$ cat src/rtl/mem_arbiter.sv
// rtl/mem_arbiter.sv - round-robin arbiter sharing one block memory between I- and D-cache
module mem_arbiter #(
  parameter int ADDR_W = 28,
  parameter int DATA_W = 128,
  parameter int CNT_W  = 16
) (
  input  logic              clk,
  input  logic              proc_reset,
  input  logic              i_mem_read,
  input  logic              i_mem_write,
  input  logic [ADDR_W-1:0] i_mem_addr,
  input  logic [DATA_W-1:0] i_mem_wdata,
  output logic [DATA_W-1:0] i_mem_rdata,
  output logic              i_mem_ready,
  input  logic              d_mem_read,
  input  logic              d_mem_write,
  input  logic [ADDR_W-1:0] d_mem_addr,
  input  logic [DATA_W-1:0] d_mem_wdata,
  output logic [DATA_W-1:0] d_mem_rdata,
  output logic              d_mem_ready,
  output logic              mem_read,
  output logic              mem_write,
  output logic [ADDR_W-1:0] mem_addr,
  output logic [DATA_W-1:0] mem_wdata,
  input  logic [DATA_W-1:0] mem_rdata,
  input  logic              mem_ready,
  output logic              busy,
  output logic [CNT_W-1:0]  i_cnt,
  output logic [CNT_W-1:0]  d_cnt
);

  typedef enum logic [1:0] {IDLE = 2'd0, GRANT_I = 2'd1, GRANT_D = 2'd2} state_t;

  state_t            state_q;
  logic              last_d_q;    // 1 when the D side held the most recent grant
  logic              mem_read_q;
  logic              mem_write_q;
  logic              busy_q;
  logic [ADDR_W-1:0] mem_addr_q;
  logic [DATA_W-1:0] mem_wdata_q;
  logic [CNT_W-1:0]  i_cnt_q, i_cnt_d;
  logic [CNT_W-1:0]  d_cnt_q, d_cnt_d;
  logic              req_i, req_d, grant_i, grant_d;

  // Request decode, round-robin pick and saturating counter next-state
  always_comb begin
    req_i   = i_mem_read | i_mem_write;
    req_d   = d_mem_read | d_mem_write;
    grant_i = req_i & (~req_d | last_d_q);
    grant_d = req_d & ~grant_i;
    i_cnt_d = i_cnt_q;
    d_cnt_d = d_cnt_q;
    if (state_q == GRANT_I && mem_ready && i_cnt_q != {CNT_W{1'b1}})
      i_cnt_d = i_cnt_q + CNT_W'(1);
    if (state_q == GRANT_D && mem_ready && d_cnt_q != {CNT_W{1'b1}})
      d_cnt_d = d_cnt_q + CNT_W'(1);
  end

  // Arbitration FSM: latch the winner's command, hold it until memory completes
  always_ff @(posedge clk) begin
    if (proc_reset) begin
      state_q     <= IDLE;
      last_d_q    <= 1'b1;
      mem_read_q  <= 1'b0;
      mem_write_q <= 1'b0;
      busy_q      <= 1'b0;
      mem_addr_q  <= '0;
      mem_wdata_q <= '0;
      i_cnt_q     <= '0;
      d_cnt_q     <= '0;
    end else begin
      i_cnt_q <= i_cnt_d;
      d_cnt_q <= d_cnt_d;
      case (state_q)
        IDLE: begin
          if (grant_i) begin
            state_q     <= GRANT_I;
            mem_write_q <= i_mem_write;
            mem_read_q  <= i_mem_read & ~i_mem_write;
            mem_addr_q  <= i_mem_addr;
            mem_wdata_q <= i_mem_wdata;
            busy_q      <= 1'b1;
            last_d_q    <= 1'b0;
          end else if (grant_d) begin
            state_q     <= GRANT_D;
            mem_write_q <= d_mem_write;
            mem_read_q  <= d_mem_read & ~d_mem_write;
            mem_addr_q  <= d_mem_addr;
            mem_wdata_q <= d_mem_wdata;
            busy_q      <= 1'b1;
            last_d_q    <= 1'b1;
          end
        end
        GRANT_I, GRANT_D: begin
          if (mem_ready) begin
            state_q     <= IDLE;
            mem_read_q  <= 1'b0;
            mem_write_q <= 1'b0;
            busy_q      <= 1'b0;
          end
        end
        default: state_q <= IDLE;
      endcase
    end
  end

  assign mem_read    = mem_read_q;
  assign mem_write   = mem_write_q;
  assign mem_addr    = mem_addr_q;
  assign mem_wdata   = mem_wdata_q;
  assign busy        = busy_q;
  assign i_cnt       = i_cnt_q;
  assign d_cnt       = d_cnt_q;
  // Completion is routed combinationally so the cache sees ready in the same cycle as memory
  assign i_mem_ready = (state_q == GRANT_I) & mem_ready;
  assign d_mem_ready = (state_q == GRANT_D) & mem_ready;
  assign i_mem_rdata = mem_rdata;
  assign d_mem_rdata = mem_rdata;

endmodule

$ cat config.mk
export PLATFORM = sky130hd
export DESIGN_NAME = mem_arbiter
export DESIGN_NICKNAME = d
export VERILOG_FILES = /design/src/rtl/mem_arbiter.sv
export SDC_FILE = /design/constraint.sdc
export NUM_CORES = 1
export LEC_CHECK = 0
export ABC_AREA = 0
export ABC_CLOCK_PERIOD_IN_PS = 1700
export BUFFER_PORTS_ARGS = -buffer_cell sky130_fd_sc_hd__buf_2
export CORE_AREA = 5 5 342 344
export DETAILED_ROUTE_END_ITERATION = 16
export DIE_AREA = 0 0 347 349
export PLACE_DENSITY_LB_ADDON = 0.12
export SLEW_MARGIN = 15
export SYNTH_ARGS = -nofsm -noshare
export SYNTH_HDL_FRONTEND = slang
export SYNTH_SLANG_ARGS = --single-unit
export TNS_END_PERCENT = 30
$ cat constraint.sdc
create_clock -name clk -period 1.7 [get_ports clk]
set_clock_uncertainty 0.15 [all_clocks]
set_input_delay 0.085 -clock clk [delete_from_list [all_inputs] [get_ports clk]]
set_output_delay 0.085 -clock clk [all_outputs]
set_load 0.01 [all_outputs]
# == After elaboration in Yosys (flattened, before gate mapping) ==
# Cells that the tools add are included.
# totals
regBits,194
in_bits,447
output_inout_bits,449
# classes
addsub,2
n_eq_ne,6
mux,19
bitwise_logic,13
reduce_logical,11
# op_table
operator,count
128-bit two-way mux,2
28-bit two-way mux,2
16-bit by 1-bit adder with 16-bit output (second input constant),2
16-bit != test (second input constant),2
1-bit two-way mux,8
1-bit bitwise AND,6
2-bit two-way mux,3
1-bit case mux with 2 select lines,3
1-bit logical AND,4
1-bit inverter,4
2-bit case mux with 2 select lines,1
2-bit AND reduction,2
2-bit nonzero test,2
3-bit != test (second input constant),1
1-bit bitwise OR,3
3-bit AND reduction,1
2-bit by 1-bit equality test with 1-bit output (second input constant),1
2-bit equality test (second input constant),1
2-bit logical NOT,1
2-bit != test (second input constant),1
2-bit OR reduction,1

# == Logic depth before layout (Yosys ltp) ==
# logic_depth
word_depth,9
depth_mapped,8

# == Least setup slack after synthesis ==
# Ideal clock, no wire load.
# synth_timing
path_type,register to register
startpoint,reg state_q[0]
endpoint,reg mem_wdata_q[100] (netlist: mem_wdata[100])
arrival_ns,1.682
t_required_ns,1.491
setup_slack_ns,-0.191
path_stages_with_launch,8
path_buffers,2
synth_period_minus_slack_ns,1.891
path_cell_list,dfxtp_1 -> inv_1 -> ha_1 -> inv_1 -> nor3_1 -> clkbuf_1 -> clkbuf_1 -> a221o_1
# synth_via
elab_chain_cells,2
# synth_rtl
item,line,rtl
from (decl),34,state_t state_q;
from (signal assigned),62,state_q <= IDLE;
from (signal assigned),77,state_q <= GRANT_I;
from (signal assigned),85,state_q <= GRANT_D;
2-bit logical NOT,74,case (state_q)
2-bit AND reduction (no line),n/a,
to (signal assigned),81,mem_wdata_q <= i_mem_wdata;
to (signal assigned),89,mem_wdata_q <= d_mem_wdata;
to (decl),40,logic [DATA_W-1:0] mem_wdata_q;
# No other way between the ends.
# A chain may end at the register's enable or synchronous reset.

# == Worst setup path in the final report ==
# layout_timing
startpoint,reg state_q[1]
endpoint,reg d_cnt_q[13] (netlist: d_cnt[13])
# layout_via
elab_chain_cells,3
# layout_rtl
item,line,rtl
2-bit equality test,55,if (state_q == GRANT_D && mem_ready && d_cnt_q != {CNT_W{1'b1}})
1-bit logical AND (2 in series),55,
to (signal assigned),73,d_cnt_q <= d_cnt_d;
to (decl),42,"logic [CNT_W-1:0] d_cnt_q, d_cnt_d;"
# No other way between the ends.

==> summary.md <==
| Metric | Value |
|---|---|
| Root Driver | `clkbuf_16` |
| First-pass GRT wire length | `74730 µm` |
| H-tree depth | `4` |
| CP Data Required Time | `2010 ps` |
| ANT nets after route | `0` |
| R2R depth | `6` |
| # nets final | `2255` |
| Total power draw | `16.58 mW` |
| Period utilisation layout | `1.155` |
| Drt first pass iters | `4` |
| Cell row count | `124` |
| Post-synth top cells | `buf_4, dfxtp_1, nand2_1, a221o_1, and2_1` |
| CP max stage cell | `or3_4` |
| Worst-case clock buffer depth | `2` |
| Hold Path Depth | `0` |
| CTS sink cnt | `194` |
| Status | `complete, but fails checks` |
| Final Core Density | `0.1585` |
| IO Port Bufs | `511` |
| Most instantiated library cell after synthesis | `buf_4` |
| CTS tree | `yes` |
| Drt wl/cell | `15.75 µm` |
| Clk_lat worst skew | `520 ps` |
| Worst Hold Class | `in2out` |
| Routed vias | `10660` |
| Synth warn | `0` |
| Fillers | `12920` |
| Max-cap viol count | `0` |
| Final Hold Fails | `0` |
| Dpl cell area | `13480 µm²` |
| Vias in the first global route | `11410` |
| Main synth FF type | `dfxtp_1` |
| Clock power frac | `0.275` |
| Worst stage delay on the critical path | `420 ps` |
| Setup Viol. Count Final | `180` |
| Grt total ovfl | `0` |
| Register area | `3894 µm²` |
| Cells along the critical path | `buf_6 -> ha_4 -> nand4_1 -> or3_4 -> or4_4 -> a21oi_2` |
| Iteration-0 DRC Markers | `394` |
| Sw Ratio | `0.3517` |
| Final Max Slew Viols | `0` |
| Violated checks | `negative setup slack` |
| Syn Area/Cell | `8.899 µm²` |
| Peak supply drop | `0.8673 mV` |
| Max-slew headroom | `0.7418` |
| Worst-margin pin slew | `387.3 ps` |
| # diodes | `0` |
| CP arrival | `2270 ps` |
| Num ports | `896` |
| GRT Util Overall | `0.08264` |
| Unique masters post-synth | `51` |
| Drt drc | `0` |
| Crit path capture type | `flop` |
| Share of cells above drive strength 1 | `0.4191` |
| Leakage power | `7.826 nW` |
| Initial antenna violation count | `1` |
| Pin count of the biggest net entering global routing | `39` |
| Top cell type's share of synthesized area | `0.3835` |
| Die area | `121100 µm²` |
| Core area | `113600 µm²` |
| Synthesized net count | `1590` |
| Routed wire length | `52410 µm` |
| Area Overhead vs Synth | `77.76%` |
| Sum Neg Setup Slack | `-24970 ps` |
| Chip Height | `349 µm` |
| Comb power frac | `0.370` |
| Largest area contributor in the netlist | `dfxtp_1` |
| CP Launch Type | `flop` |
| FF+latch count, synth | `194` |
| Crit Path Max Fanout | `3` |
| Sequential share of the synthesized area | `0.3835` |
| Sequential Power Share | `0.355` |
| Pwr/cell area | `920.9 nW/µm²` |
| Multi-input logic area | `4228 µm²` |
| Initial core utilization | `0.08917` |
| Synth area leaders | `dfxtp_1, buf_4, a221o_1` |
| Final non-filler cell area | `18000 µm²` |
| Synthesized instance count | `1138` |
| Setup ws final | `-262.8 ps` |
| DP Wirelength | `37790 µm` |
| FMAX | `509.5 MHz` |
| Asr flop ratio synth | `0` |
| Synthesized area | `10130 µm²` |
| Clk pin slew, worst setup/hold paths | `80 ps` |
| Net switching power | `5.831 mW` |
| Post-synth EDFFs | `0` |
| Routability cong. | `0.7194` |
| Final Critical Period | `1963 ps` |
| RSZ-0062 raised after global routing | `true` |
| Detailed-route vias per instance | `3.202` |
| CTS Buf Count | `17` |
| Power Internal | `10.75 mW` |
| Kind of critical path | `reg2reg` |
| Die width | `347 µm` |
[layer usage]
metal | wire, µm | GRT usage | vias up
li1 | - | - | 5140
met1 | 22310 | 0.09756 | 4877
met2 | 23970 | 0.1329 | 545
met3 | 4551 | 0.03266 | 93
met4 | 1576 | 0.03652 | 0
met5 | 0 | 0 | -
[worst paths after layout]
kind / from / to / slack [ps]
min reg2reg: mem_wdata[124] / mem_wdata[124] / 340
max reg2reg: state_q[1] / d_cnt[13] / -260
min: mem_rdata[80] / i_mem_rdata[80] / 20
max: state_q[1] / d_cnt[13] / -260
[cells in the final DEF (no fill, tap or decap), types with 14 or more instances in the layout]
cell type	instances
nor2_1	63
buf_6	14
nand2_1	119
or3_1	14
a21oi_1	24
clkbuf_16	20
dfxtp_1	186
o21ai_0	18
dlygate4sd3_1	318
nand4_1	15
buf_2	510
buf_4	99
a221o_1	102
buf_12	21
a311oi_1	45
and2_1	96
[metrics by stage]
step,instances,worst slack (ps),hold WS (ps)
6_report,3328,-262.8,20.00
3_5_place_dp,2958,-407.2,20.10
2_1_floorplan,1138,-115.5,72.83
5_1_grt,3328,-349.2,20.02
3_3_place_gp,2958,-413.2,20.10
4_1_cts,3326,-328.1,-31.22
[registers in the layout, summed over array words and instances (netlist names)]
| signal | flops |
|---|---|
| mem_read | 1 |
| busy | 1 |
| d_cnt | 16 |
| last_d_q | 1 |
| state_q | 2 |
| mem_write | 1 |
| mem_addr | 28 |
| mem_wdata | 128 |
| i_cnt | 16 |
[cell type report]
type / count / share of cell area
Multi-Input combinational cell: 609 / 0.2348
Timing Repair Buffer: 974 / 0.4085
Sequential cell: 194 / 0.2163
Clock inverter: 14 / 0.009174
Clock buffer: 18 / 0.02440
Tap cell: 1512 / 0.1051
Inverter: 7 / 0.001668
[power groups by stage]
stage,clock (mW),combinational (mW),sequential (mW)
final,4.55,6.13,5.89
after global routing,5.05,6.70,6.02
after CTS,4.99,6.17,5.90
after detailed placement,0,4.87,5.99
after global placement,0,4.91,5.98
after floorplan,0,2.48,6.29
[critical path: cells and delay by family, from the launching register on]
kind / cells / cell delay, ps
and+or+nand+nor: 3 / 1060
DFF: 1 / 360
adders and majority gates: 1 / 130
AOI/OAI and AO/OA: 1 / 120
buffers and inverters: 1 / 100
[logic make-up after synthesis]
logic type / count (synthesis) / synth area share
AND/OR/NAND/NOR: 376 / 0.1875
buffers and inverters: 335 / 0.2303
AO/OA/AOI/OAI: 224 / 0.1884
flip-flops: 194 / 0.3835
adder cells (fa/ha/maj): 5 / 0.006177
multiplexers: 3 / 0.003212
XOR/XNOR: 1 / 0.0008650
[repair_timing]
| action | CTS | global route |
|---|---|---|
| endpoints found under the hold margin | 188 | 0 |
| buffers inserted | 10 | 3 |
| hold buffers | 321 | 0 |
| setup endpoints to repair | 190 | 192 |
| gates cloned | 6 | 4 |
| pin swaps | 16 | 40 |
| gates resized for setup | 60 | 39 |
No activity file was read; power rests on OpenSTA's default activity.
